`src/rtl/dtc_preimage_enum.sv`:
```
// Preimage enumerator: sweeps every feature vector through an attached classifier
// and streams the vectors whose predicted class matches the requested class.
module dtc_preimage_enum #(
    parameter int IN_W  = 8,
    parameter int CLS_W = 2
) (
    input  logic             clk,
    input  logic             rst,
    input  logic             req_valid,
    output logic             req_ready,
    input  logic [CLS_W-1:0] req_class,
    input  logic             abort,
    output logic [IN_W-1:0]  dt_inp,
    input  logic [CLS_W-1:0] dt_outp,
    output logic             out_valid,
    input  logic             out_ready,
    output logic [IN_W-1:0]  out_vec,
    output logic             done,
    output logic [IN_W:0]    match_cnt,
    output logic [1:0]       dbg_state
);

    // Handshakes: a transfer happens on a rising edge where valid && ready.
    // The producer holds valid and its payload stable until that edge.
    typedef enum logic [1:0] {
        IDLE = 2'd0,
        SCAN = 2'd1,
        HOLD = 2'd2,
        DONE = 2'd3
    } state_t;

    localparam logic [IN_W-1:0] IDX_LAST = '1;

    state_t           state, state_n;
    logic [IN_W-1:0]  idx, idx_n;
    logic [CLS_W-1:0] cls, cls_n;
    logic [IN_W:0]    cnt, cnt_n;
    logic             out_valid_n;
    logic [IN_W-1:0]  out_vec_n;
    logic [IN_W:0]    match_cnt_n;

    assign dt_inp    = idx;
    assign req_ready = (state == IDLE);
    assign done      = (state == DONE);
    assign dbg_state = state;

    always_ff @(posedge clk or posedge rst) begin
        if (rst) begin
            state     <= IDLE;
            idx       <= '0;
            cls       <= '0;
            cnt       <= '0;
            out_valid <= 1'b0;
            out_vec   <= '0;
            match_cnt <= '0;
        end else begin
            state     <= state_n;
            idx       <= idx_n;
            cls       <= cls_n;
            cnt       <= cnt_n;
            out_valid <= out_valid_n;
            out_vec   <= out_vec_n;
            match_cnt <= match_cnt_n;
        end
    end

    always_comb begin
        state_n     = state;
        idx_n       = idx;
        cls_n       = cls;
        cnt_n       = cnt;
        out_valid_n = out_valid;
        out_vec_n   = out_vec;
        match_cnt_n = match_cnt;
        case (state)
            IDLE: begin
                if (req_valid) begin
                    cls_n   = req_class;
                    idx_n   = '0;
                    cnt_n   = '0;
                    state_n = SCAN;
                end
            end
            SCAN: begin
                // Abort wins over a hit found in the same cycle.
                if (abort) begin
                    out_valid_n = 1'b0;
                    state_n     = DONE;
                end else if (dt_outp == cls) begin
                    out_vec_n   = idx;
                    out_valid_n = 1'b1;
                    state_n     = HOLD;
                end else if (idx == IDX_LAST) begin
                    state_n = DONE;
                end else begin
                    idx_n = idx + 1'b1;
                end
            end
            HOLD: begin
                // A beat accepted in the abort cycle still counts.
                if (out_ready) begin
                    out_valid_n = 1'b0;
                    cnt_n       = cnt + 1'b1;
                end
                if (abort) begin
                    out_valid_n = 1'b0;
                    state_n     = DONE;
                end else if (out_ready) begin
                    if (idx == IDX_LAST) begin
                        state_n = DONE;
                    end else begin
                        idx_n   = idx + 1'b1;
                        state_n = SCAN;
                    end
                end
            end
            DONE: begin
                match_cnt_n = cnt;
                state_n     = IDLE;
            end
            default: state_n = IDLE;
        endcase
    end

endmodule

```
`config.mk`:
```
export PLATFORM = sky130hd
export DESIGN_NAME = dtc_preimage_enum
export DESIGN_NICKNAME = d
export VERILOG_FILES = /design/src/rtl/dtc_preimage_enum.sv
export SDC_FILE = /design/constraint.sdc
export NUM_CORES = 1
export LEC_CHECK = 0
export CELL_PAD_IN_SITES_DETAIL_PLACEMENT = 2
export CELL_PAD_IN_SITES_GLOBAL_PLACEMENT = 2
export CORE_ASPECT_RATIO = 1.25
export CORE_MARGIN = 1
export CORE_UTILIZATION = 36
export CTS_CLUSTER_SIZE = 40
export DETAILED_ROUTE_END_ITERATION = 10
export GPL_ROUTABILITY_DRIVEN = 0
export PLACE_DENSITY = 0.92
export RECOVER_POWER = 100
export SYNTH_ARGS = -nofsm -noshare
export SYNTH_HDL_FRONTEND = slang
export SYNTH_SLANG_ARGS = --single-unit
```
`constraint.sdc`:
```
create_clock -name clk -period 4.1 [get_ports clk]
set_input_delay 1.025 -clock clk [delete_from_list [all_inputs] [get_ports clk]]
set_output_delay 1.025 -clock clk [all_outputs]
set_load 0.01 [all_outputs]
```
==> metrics.txt, run 1 <==
status=complete, no violations; post-synthesis cell area=2049 µm²; post-CTS setup-driven buffer insertion count=0; setup_tns=0 ps; worst ir drop on vdd=0.2621 mV; Setup crit end kind=flop; Final Max Slew Viols=0; Worst Tran Pin Value=1065 ps; met1 Use GR=21.98%; number of top-level pins=39; worst clock skew=2.932 ps; CP max FO=10; xor and xnor area share after synthesis=3.846%; Peak Freq=0.3169 GHz; # H-tree levels=2; CTS Hold Bufs=0; final hold vios=0; Seq pwr share=37.0%; RSZ-0062 raised after global routing=no; Post-Synth Adder-Cell Area=4.274%; chip width=69.49 µm; Pint=861.8 µW; Via-to-Cell Ratio=around 5.7; DRC viols=0; nets=approximately 240; Post-Synthesis Cells=184; fill count=~580; Antenna Cells=0; largest net degree at the start of global routing=23; max_cap viols=0; GR Layer Usage met3=3.953%; clock share of power=17.1%; busiest grt layer=met2; data required time of the critical path=4270 ps; GRT Util Overall=19.98%; combinational share of power=45.9%; Syn. warnings=0; CTS tree=built; NetSw=567.1 µW; PwrDens=563.7 nW/µm²; DRT Pass-1 Iters=4; area fraction in compound gates after synthesis=15.81%; grt ovf=0; 1st-iter DRT viols=50; LEAKAGE=0.001194 µW; synth unique cells=48; post-synthesis simple-gate area fraction=13.68%; Worst-path clk slew=70 ps; endpoints failing setup=0; CTS resizes=0; combinational family with the most area after synthesis=compound AO/OA/AOI/OAI gates; Worst Hold Class=reg2reg; post-route ant nets=0; EDFF count, synth=0; Max transition margin=between 20% and 30%; fin crit period=3156 ps; area grow syn2layout=23.69%; drt total wl=5.489 mm; Root Buffer=clkbuf_8; multi-input combinational cell area=about 990 µm²; clk sinks=39; Crit path arrival time=3330 ps; total power=around 1400 µW; vias in the first global route=1830; Crit Path Category=in2reg; core region area=about 5400 µm²; post-synthesis sequential area ratio=47.62%; CTS Buf Count=5; die area=6001 µm²; Main synth FF type=dfrtp_1; Max clock buf depth=2; Initial Utilization=37.66%; area occupied by registers=975.9 µm²; share of layout cells above drive strength 1=13.84%; synthesized area per cell=about 11 µm²; port bufs=38; via count=1639; Synth async-reset ratio=100.0%; initial antenna violation count=0; hpwl dp=between 3 and 4 mm; GR Util met2=36.89%; CP startpoint kind=input port; switching share of power=39.69%; Die H=86.36 µm; #FFs+latches synth=39; multiplexer share of the synthesized area=a little under an eighth; share of the clock period used by the worst path=76.97%; Skew-Pair Late Insertion Delay=~300 ps; first-pass GRT wire length=9.204 mm; row count=30; Syn Nets=200; Avg WL per Cell=roughly 19 µm
cell families after synthesis:
logic type               after synthesis
adder cells (fa/ha/maj)                7
buffers and inverters                 14
XOR/XNOR                               9
AO/OA/AOI/OAI                         44
multiplexers                          21
AND/OR/NAND/NOR                       50
flip-flops                            39
worst paths after layout:
kind                               from            to  slack, ps  depth (start not counted)
max reg2reg                dbg_state[1]     dt_inp[7]       1450                          6
min                        match_cnt[0]  match_cnt[0]        510                          1
min in group asynchronous           rst     dt_inp[5]       1350                          2
min reg2reg                match_cnt[0]  match_cnt[0]        510                          1
max in group asynchronous           rst        cnt[1]       1380                          3
max                           out_ready     dt_inp[7]        940                          5
through the flow:
step	std cells	setup WS, ps	instance area, µm²	hold WS (ps)	utilization [%]
after floorplan	184	1886	2049	479.4	-
final	288	944.1	2535	506.3	46.57
after CTS	288	1009	2555	515.7	46.94
after global placement	282	1064	2482	489.0	45.61
after detailed placement	282	996.2	2482	499.9	45.61
after global routing	288	711.2	2535	529.0	46.57
area by class of cell:
type / count / area share (%)
clock buffers: 6 / 2.863
inverters: 9 / 1.333
multi-input cells: 131 / 38.99
flip-flops and latches: 39 / 38.50
well taps: 64 / 3.159
repair buffers: 39 / 15.15
cells in the mapped netlist (all sizes together), types with 3 or more instances:
cell | count | area [µm²]
dfrtp | 39 | 975.9
mux2 | 19 | 214.0
a21oi | 10 | 50.05
inv | 9 | 33.78
nor2 | 9 | 33.78
ha | 7 | 87.58
nand2 | 7 | 26.28
nand3 | 7 | 35.03
o21ai | 7 | 35.03
xnor2 | 7 | 61.31
nand4 | 5 | 31.28
and3 | 4 | 25.02
a31oi | 3 | 18.77
buf | 3 | 27.52
nand2b | 3 | 18.77
nor3 | 3 | 15.01
o211ai | 3 | 22.52
placed cells by master, fill, tap and decap left out, types with 2 or more instances in the layout:
cell type        instances
nor2_1                   9
a21oi_1                 10
clkbuf_8                 5
clkdlybuf4s50_1          4
inv_1                    9
ha_1                     7
clkbuf_1                 2
o21ai_0                  7
a31o_2                   2
a211o_1                  2
xnor2_1                  7
dlygate4sd3_1           34
o211ai_1                 3
and3_1                   4
dfrtp_1                 39
xor2_1                   2
a31oi_1                  3
mux2i_1                  2
a21boi_0                 2
o31ai_1                  2
mux2_2                  19
nor3_1                   3
nand2b_1                 3
o31a_1                   2
nand3_1                  7
nor4_1                   2
nand2_1                  7
nand4_1                  5
flip-flops by register name (all words and copies together) (netlist names):
name       flops
out_vec        8
out_valid      1
match_cnt      9
dbg_state      2
dt_inp         8
cls            2
cnt            9
power by group through the flow:
| stage | Sequential, µW | Clock (µW) | Combinational [µW] |
|---|---|---|---|
| after detailed placement | 539 | 0 | 693 |
| final | 529 | 244 | 656 |
| after global routing | 539 | 267 | 729 |
| after global placement | 532 | 0 | 670 |
| after CTS | 530 | 252 | 704 |
| after floorplan | 538 | 0 | 453 |
worst max-delay path, cell delays in order:
cell and delay, ps:
dlygate4sd3_1 680, nand2b_1 120, a2111oi_2 980, and2_0 400, a21oi_1 120
routing by layer:
layer	up-vias	part of all wire, %	routed length (µm)
met5	-	0	0
met4	0	2.4	130
met3	8	3.5	193
met2	36	55	3006
met1	841	39	2159
li1	754	-	-
Power figures use the tool's default switching activity.
==> run 2: changes to the inputs <==
--- a/config.mk
+++ b/config.mk
@@ -9,11 +9,11 @@
 export CELL_PAD_IN_SITES_GLOBAL_PLACEMENT = 2
 export CORE_ASPECT_RATIO = 1.25
 export CORE_MARGIN = 1
-export CORE_UTILIZATION = 36
+export CORE_UTILIZATION = 33
 export CTS_CLUSTER_SIZE = 40
 export DETAILED_ROUTE_END_ITERATION = 10
 export GPL_ROUTABILITY_DRIVEN = 0
-export PLACE_DENSITY = 0.92
+export PLACE_DENSITY = 0.85
 export RECOVER_POWER = 100
 export SYNTH_ARGS = -nofsm -noshare
 export SYNTH_HDL_FRONTEND = slang
==> constraint.sdc (replaced) <==
create_clock -name clk -period 3.1 [get_ports clk]
set_input_delay 0.775 -clock clk [delete_from_list [all_inputs] [get_ports clk]]
set_output_delay 0.775 -clock clk [all_outputs]
set_load 0.01 [all_outputs]
==> run 2 against run 1 <==
Compared with the run above:
- via count rose by 1.4%
- critical path depth fell by 3
- first-iteration DRC count rose by 10%
- total power rose by 36%
- combinational power rose by 35%
- non-clock buffer count rose by 4
- register-to-register slack got worse by 780 ps
- hold slack got worse by 2.7 ps
==> metrics.txt, run 2 (synthesized netlist as in run 1, its figures left out) <==
share of layout cells above drive strength 1=15.65% (+1.8 points); nets=245 (+1.7%); post-route ant nets=0 (unchanged); PwrDens=749.4 nW/µm² (+33%); CP cell instances=ha_1, dlygate4sd3_1; CTS Hold Bufs=0 (unchanged); Worst-path clk slew=90 ps (+20 ps); setup_tns=0 ps (unchanged); initial antenna violation count=0 (unchanged); 1st-iter DRT viols=55 (+10%); core region area=5896 µm² (+8.3%); drt total wl=5.466 mm (-0.42%); Post-Layout Cell Count=312 (+8.3%); clock share of power=18.6% (+1.5 points); RSZ-0062 raised after global routing=no; # H-tree levels=2 (unchanged); Worst Hold Class=reg2reg; FF-to-FF Start=dbg_state[1]; CTS Buf Count=5 (unchanged); vias in the first global route=1840 (+0.55%); CTS resizes=0 (unchanged); Seq pwr share=35.8% (-1.2 points); first-pass GRT wire length=9.522 mm (+3.5%); fill count=632 (+8.8%); status=complete, no violations; endpoints failing setup=0 (unchanged); data required time of the critical path=2320 ps (-1950 ps); combinational share of power=45.7% (-0.2 points); DRC viols=0 (unchanged); Worst Tran Pin Value=1001 ps (-64.28 ps); post-CTS setup-driven buffer insertion count=0 (unchanged); hpwl dp=4.027 mm (+2.8%); NetSw=787.7 µW (+39%); Skew-Pair Late Insertion Delay=300 ps (about the same); final hold vios=0 (unchanged); CTS tree=built; LEAKAGE=0.001208 µW (+1.2%); DRT Pass-1 Iters=4 (unchanged); commonest non-fill, non-tap cell in the layout=dfrtp_1; hold wc startpoint=match_cnt[6]; Initial Utilization=34.76% (-2.9 points); Peak Freq=0.3660 GHz; slowest stage delay, CP=690 ps (-290 ps); row count=31 (+3.3%); Max clock buf depth=2 (unchanged); commonest non-fill, non-tap cells in the layout=39 x dfrtp_1, 34 x dlygate4sd3_1, 19 x mux2_2; fin crit period=2732 ps; max_cap viols=0 (unchanged); slowest CP cell=dlygate4sd3_1; Pint=1156 µW (+34%); Final Max Slew Viols=0 (unchanged); Antenna Cells=0 (unchanged); area grow syn2layout=26.56%; worst clock skew=9.289 ps (+6.356 ps); worst ir drop on vdd=0.3446 mV (+31%); Max transition margin=33.29% (+4.4 points); area occupied by registers=975.9 µm² (unchanged); grt ovf=0 (unchanged); share of the clock period used by the worst path=88.14%; placed insts=304 (+7.8%); Regs by FF count=cnt: 9 flops, match_cnt: 9 flops; Root Buffer=clkbuf_8; switching share of power=40.52% (+0.84 points); chip width=72.49 µm (+4.3%); CP startpoint=dbg_state[1]; Via-to-Cell Ratio=5.327 (-6.4%); Setup crit end kind=output pin; total power=1944 µW (+36%); die area=6532 µm² (+8.8%); multi-input combinational cell area=988.4 µm² (unchanged); Crit Path Category=reg2out; CP startpoint kind=flop; CP max FO=11 (+1); Crit path arrival time=1960 ps (-1370 ps); via count=1662 (+1.4%); Die H=90.11 µm (+4.3%); port bufs=38 (unchanged); largest net degree at the start of global routing=40 (+74%); GRT Util Overall=18.72% (-1.3 points); Avg WL per Cell=17.52 µm (-8.1%); R2R setup slack=670 ps (-780 ps); number of top-level pins=39 (unchanged); clk sinks=39 (unchanged)
[run 2: cell types whose count changed in the layout (fill, tap and decap cells not counted), sizes merged]
cell and change:
buf +1, clkbuf +2, clkinv +1, clkinvlp +2
[run 2: final cells by class]
cell class / instances / area share [%]
multi-input cells: 131 / 38.11
well taps: 82 / 3.956
clock buffers: 5 / 2.653
flip-flops and latches: 39 / 37.63
clock inverters: 3 / 0.7718
inverters: 9 / 1.302
repair buffers: 43 / 15.58
[run 2: path summary, 6_finish.rpt]
| kind | endpoint | depth (start not counted) |
|---|---|---|
| hold reg to reg | match_cnt[6] | 1 |
| hold / removal | match_cnt[6] | 1 |
| setup / recovery | done | 2 |
| setup reg to reg | dt_inp[5] | 7 |
| min in group asynchronous | out_vec[3] | 3 |
| max in group asynchronous | dt_inp[0] | 3 |
[run 2: worst max-delay path, delay by kind of cell (launching register included)]
family	cells	cell delay [ps]
fa+ha+maj	1	550
buf+inv	1	690
flops	1	430
[run 2: power groups by stage]
stage	Clock [µW]	Sequential, µW	Combinational [µW]
floorplan	0	711	599
global placement	0	705	922
detailed placement	0	712	963
CTS	371	701	969
global route	386	712	992
finish	361	695	887
[run 2: layer usage]
metal | part of all wire [%] | vias up | track usage, %
met5 | 0 | - | 0
met4 | 0.91 | 0 | 4.739
met3 | 2.9 | 7 | 3.251
met2 | 53 | 33 | 32.32
met1 | 43 | 847 | 23.74
li1 | - | 775 | -
[run 2: metrics by stage]
| step | utilization, % | hold slack, ps | worst slack (ps) | instance area, µm² |
|---|---|---|---|---|
| after floorplan | - | 479.4 | 937.0 | 2049 |
| after global placement | 43.00 | 488.6 | 490.9 | 2535 |
| after detailed placement | 43.00 | 495.3 | 372.1 | 2535 |
| after CTS | 44.50 | 515.5 | 312.9 | 2624 |
| after global routing | 43.99 | 523.9 | 177.3 | 2594 |
| final | 43.99 | 503.6 | 367.6 | 2594 |
==> run 3: changes to the inputs <==
--- a/config.mk
+++ b/config.mk
@@ -8,13 +8,14 @@
 export CELL_PAD_IN_SITES_DETAIL_PLACEMENT = 2
 export CELL_PAD_IN_SITES_GLOBAL_PLACEMENT = 2
 export CORE_ASPECT_RATIO = 1.25
-export CORE_MARGIN = 1
+export CORE_MARGIN = 8
 export CORE_UTILIZATION = 33
 export CTS_CLUSTER_SIZE = 40
 export DETAILED_ROUTE_END_ITERATION = 10
 export GPL_ROUTABILITY_DRIVEN = 0
 export PLACE_DENSITY = 0.85
 export RECOVER_POWER = 100
+export REMOVE_ABC_BUFFERS = 1
 export SYNTH_ARGS = -nofsm -noshare
 export SYNTH_HDL_FRONTEND = slang
 export SYNTH_SLANG_ARGS = --single-unit
==> run 3 against run 2 <==
Compared with the run above:
- total power rose by 9.4%
- worst setup slack gained 72 ps
- global-route usage fell by 4.9 points
- largest cell class unchanged
- die area rose by 38%
- count of clock-buffer cells in the layout is the same
- combinational power up 2.4%
- clock skew fell by 1.5 ps
- utilization is 0.47 points lower
- critical endpoint is now dt_inp[7]
- sequential power barely moved
- non-clock buffer count grew 1
- via count down 0.54%
==> metrics.txt, run 3 (synthesized netlist as in run 1, its figures left out) <==
status=complete, no violations; commonest non-fill, non-tap cell in the layout=dfrtp_1; final hold vios=0 (unchanged); area grow syn2layout=29.24%; CTS resizes=0 (unchanged); Initial Utilization=33.68% (-1.1 points); first-pass GRT wire length=9.777 mm (+2.7%); Hold WS=505.0 ps (+1.421 ps); placed insts=308 (+1.3%); Post-Layout Cell Count=316 (+1.3%); Die H=104.1 µm (+16%); endpoints failing setup=0 (unchanged); Crit path arrival time=2820 ps (+860 ps); share of the clock period used by the worst path=85.81% (-2.3 points); Max transition margin=30.01% (-3.3 points); clk sinks=39 (unchanged); nets=246 (+0.41%); port bufs=38 (unchanged); dpl ws=336.9 ps (-35.23 ps); Final Max Slew Viols=0 (unchanged); CTS Buf Count=5 (unchanged); via count=1653 (-0.54%); hpwl dp=4.254 mm (+5.6%); Root Buffer=clkbuf_8; grt ovf=0 (unchanged); DRT Pass-1 Iters=4 (unchanged); Antenna Cells=0 (unchanged); RSZ-0062 raised after global routing=no; Regs by FF count=cnt: 9 flops, match_cnt: 9 flops; share of layout cells above drive strength 1=16.02% (+0.37 points); Peak Freq=0.3759 GHz (+2.7%); PwrDens=803.2 nW/µm² (+7.2%); drt total wl=5.944 mm (+8.7%); Highest Signal Layer=met4; largest net degree at the start of global routing=40 (unchanged); vias in the first global route=1873 (+1.8%); DRC viols=0 (unchanged); CTS tree=built; CP max FO=8 (-3); worst ir drop on vdd=0.3727 mV (+8.2%); LEAKAGE=0.001237 µW (+2.4%); Worst-path clk slew=80 ps (about the same); Max clock buf depth=2 (unchanged); Met2 Routed Length=3.180 mm (+10%); Worst Hold Class=reg2reg; initial antenna violation count=0 (unchanged); placed instance area=2546 µm² (+0.44%); fill count=671 (+6.2%); routed length on met3=183 µm (+17%); Avg WL per Cell=18.81 µm (+7.4%); number of top-level pins=39 (unchanged); row count=32 (+3.2%); M1 WL=2.522 mm (+6.3%); 1st-iter DRT viols=40 (-27%); GRT Util Overall=13.78% (-4.9 points); post-CTS setup-driven buffer insertion count=0 (unchanged); fin crit period=2660 ps (-72.32 ps); core region area=6086 µm² (+3.2%); final setup margin=439.9 ps (+72.32 ps); Setup crit end kind=flop; Skew-Pair Late Insertion Delay=300 ps (about the same); worst clock skew=7.831 ps (-1.458 ps); Post-Layout Inst Area=2649 µm² (+2.1%); chip width=86.49 µm (+19%); CP startpoint kind=input port; post-route ant nets=0 (unchanged); # H-tree levels=2 (unchanged); Via-to-Cell Ratio=5.231 (-1.8%); CTS Hold Bufs=0 (unchanged); data required time of the critical path=3260 ps (+940 ps); Crit Path Category=in2reg; setup_tns=0 ps (unchanged); max_cap viols=0 (unchanged); Worst Tran Pin Value=1050 ps (+49.30 ps); die area=9004 µm² (+38%); commonest non-fill, non-tap cells in the layout=39 x dfrtp_1, 32 x dlygate4sd3_1, 19 x mux2_2
[run 3: cell count changes in the layout (fill, tap and decap cells not counted), sizes merged]
cell and delta:
dlygate4sd3 -2, clkdlybuf4s50 +2, buf +2, clkinvlp -1
clkbuf -1, clkinv -1, bufinv +2
[run 3: path summary, 6_finish.rpt]
path | from | end | slack (ps) | depth (start not counted)
max reg2reg | dbg_state[0] | dt_inp[7] | 570 | 6
max | abort | dt_inp[7] | 440 | 5
min in group asynchronous | rst | cnt[4] | 1240 | 3
min | out_vec[4] | out_vec[4] | 500 | 1
max in group asynchronous | rst | cls[1] | 1210 | 3
min reg2reg | out_vec[4] | out_vec[4] | 500 | 1
[run 3: stage by stage]
step / utilization (%) / total power (µW)
after global placement: 41.84 / 1640
after global routing: 43.52 / 2265
after CTS: 44.08 / 2238
after floorplan: - / 1278
final: 43.52 / 2128
after detailed placement: 41.84 / 1687
[run 3: final cells by class]
class	instances	area (µm²)	share of cell area [%]
Inverter	9	33.78	1.275
Timing Repair Buffer	44	415.4	15.68
Clock inverter	3	67.56	2.551
Tap cell	85	106.4	4.015
Sequential cell	39	975.9	36.84
Clock buffer	5	68.82	2.598
Multi-Input combinational cell	131	980.9	37.03
[run 3: power breakdown]
group          switching [µW]  internal (µW)  total [µW]
combinational             501            407         908
clock                     201            321         522
sequential               98.8            598         697
[run 3: layer usage]
metal | global-route usage [%] | vias up
met5 | 0 | -
met4 | 4.074 | 0
met3 | 2.846 | 6
met2 | 24.74 | 30
met1 | 15.65 | 849
li1 | - | 768
[run 3: worst max-delay path, stage by stage]
cell	delay, ps
clkdlybuf4s50_1	490
nand2b_1	200
a2111oi_2	780
and2_0	430
a21oi_1	140
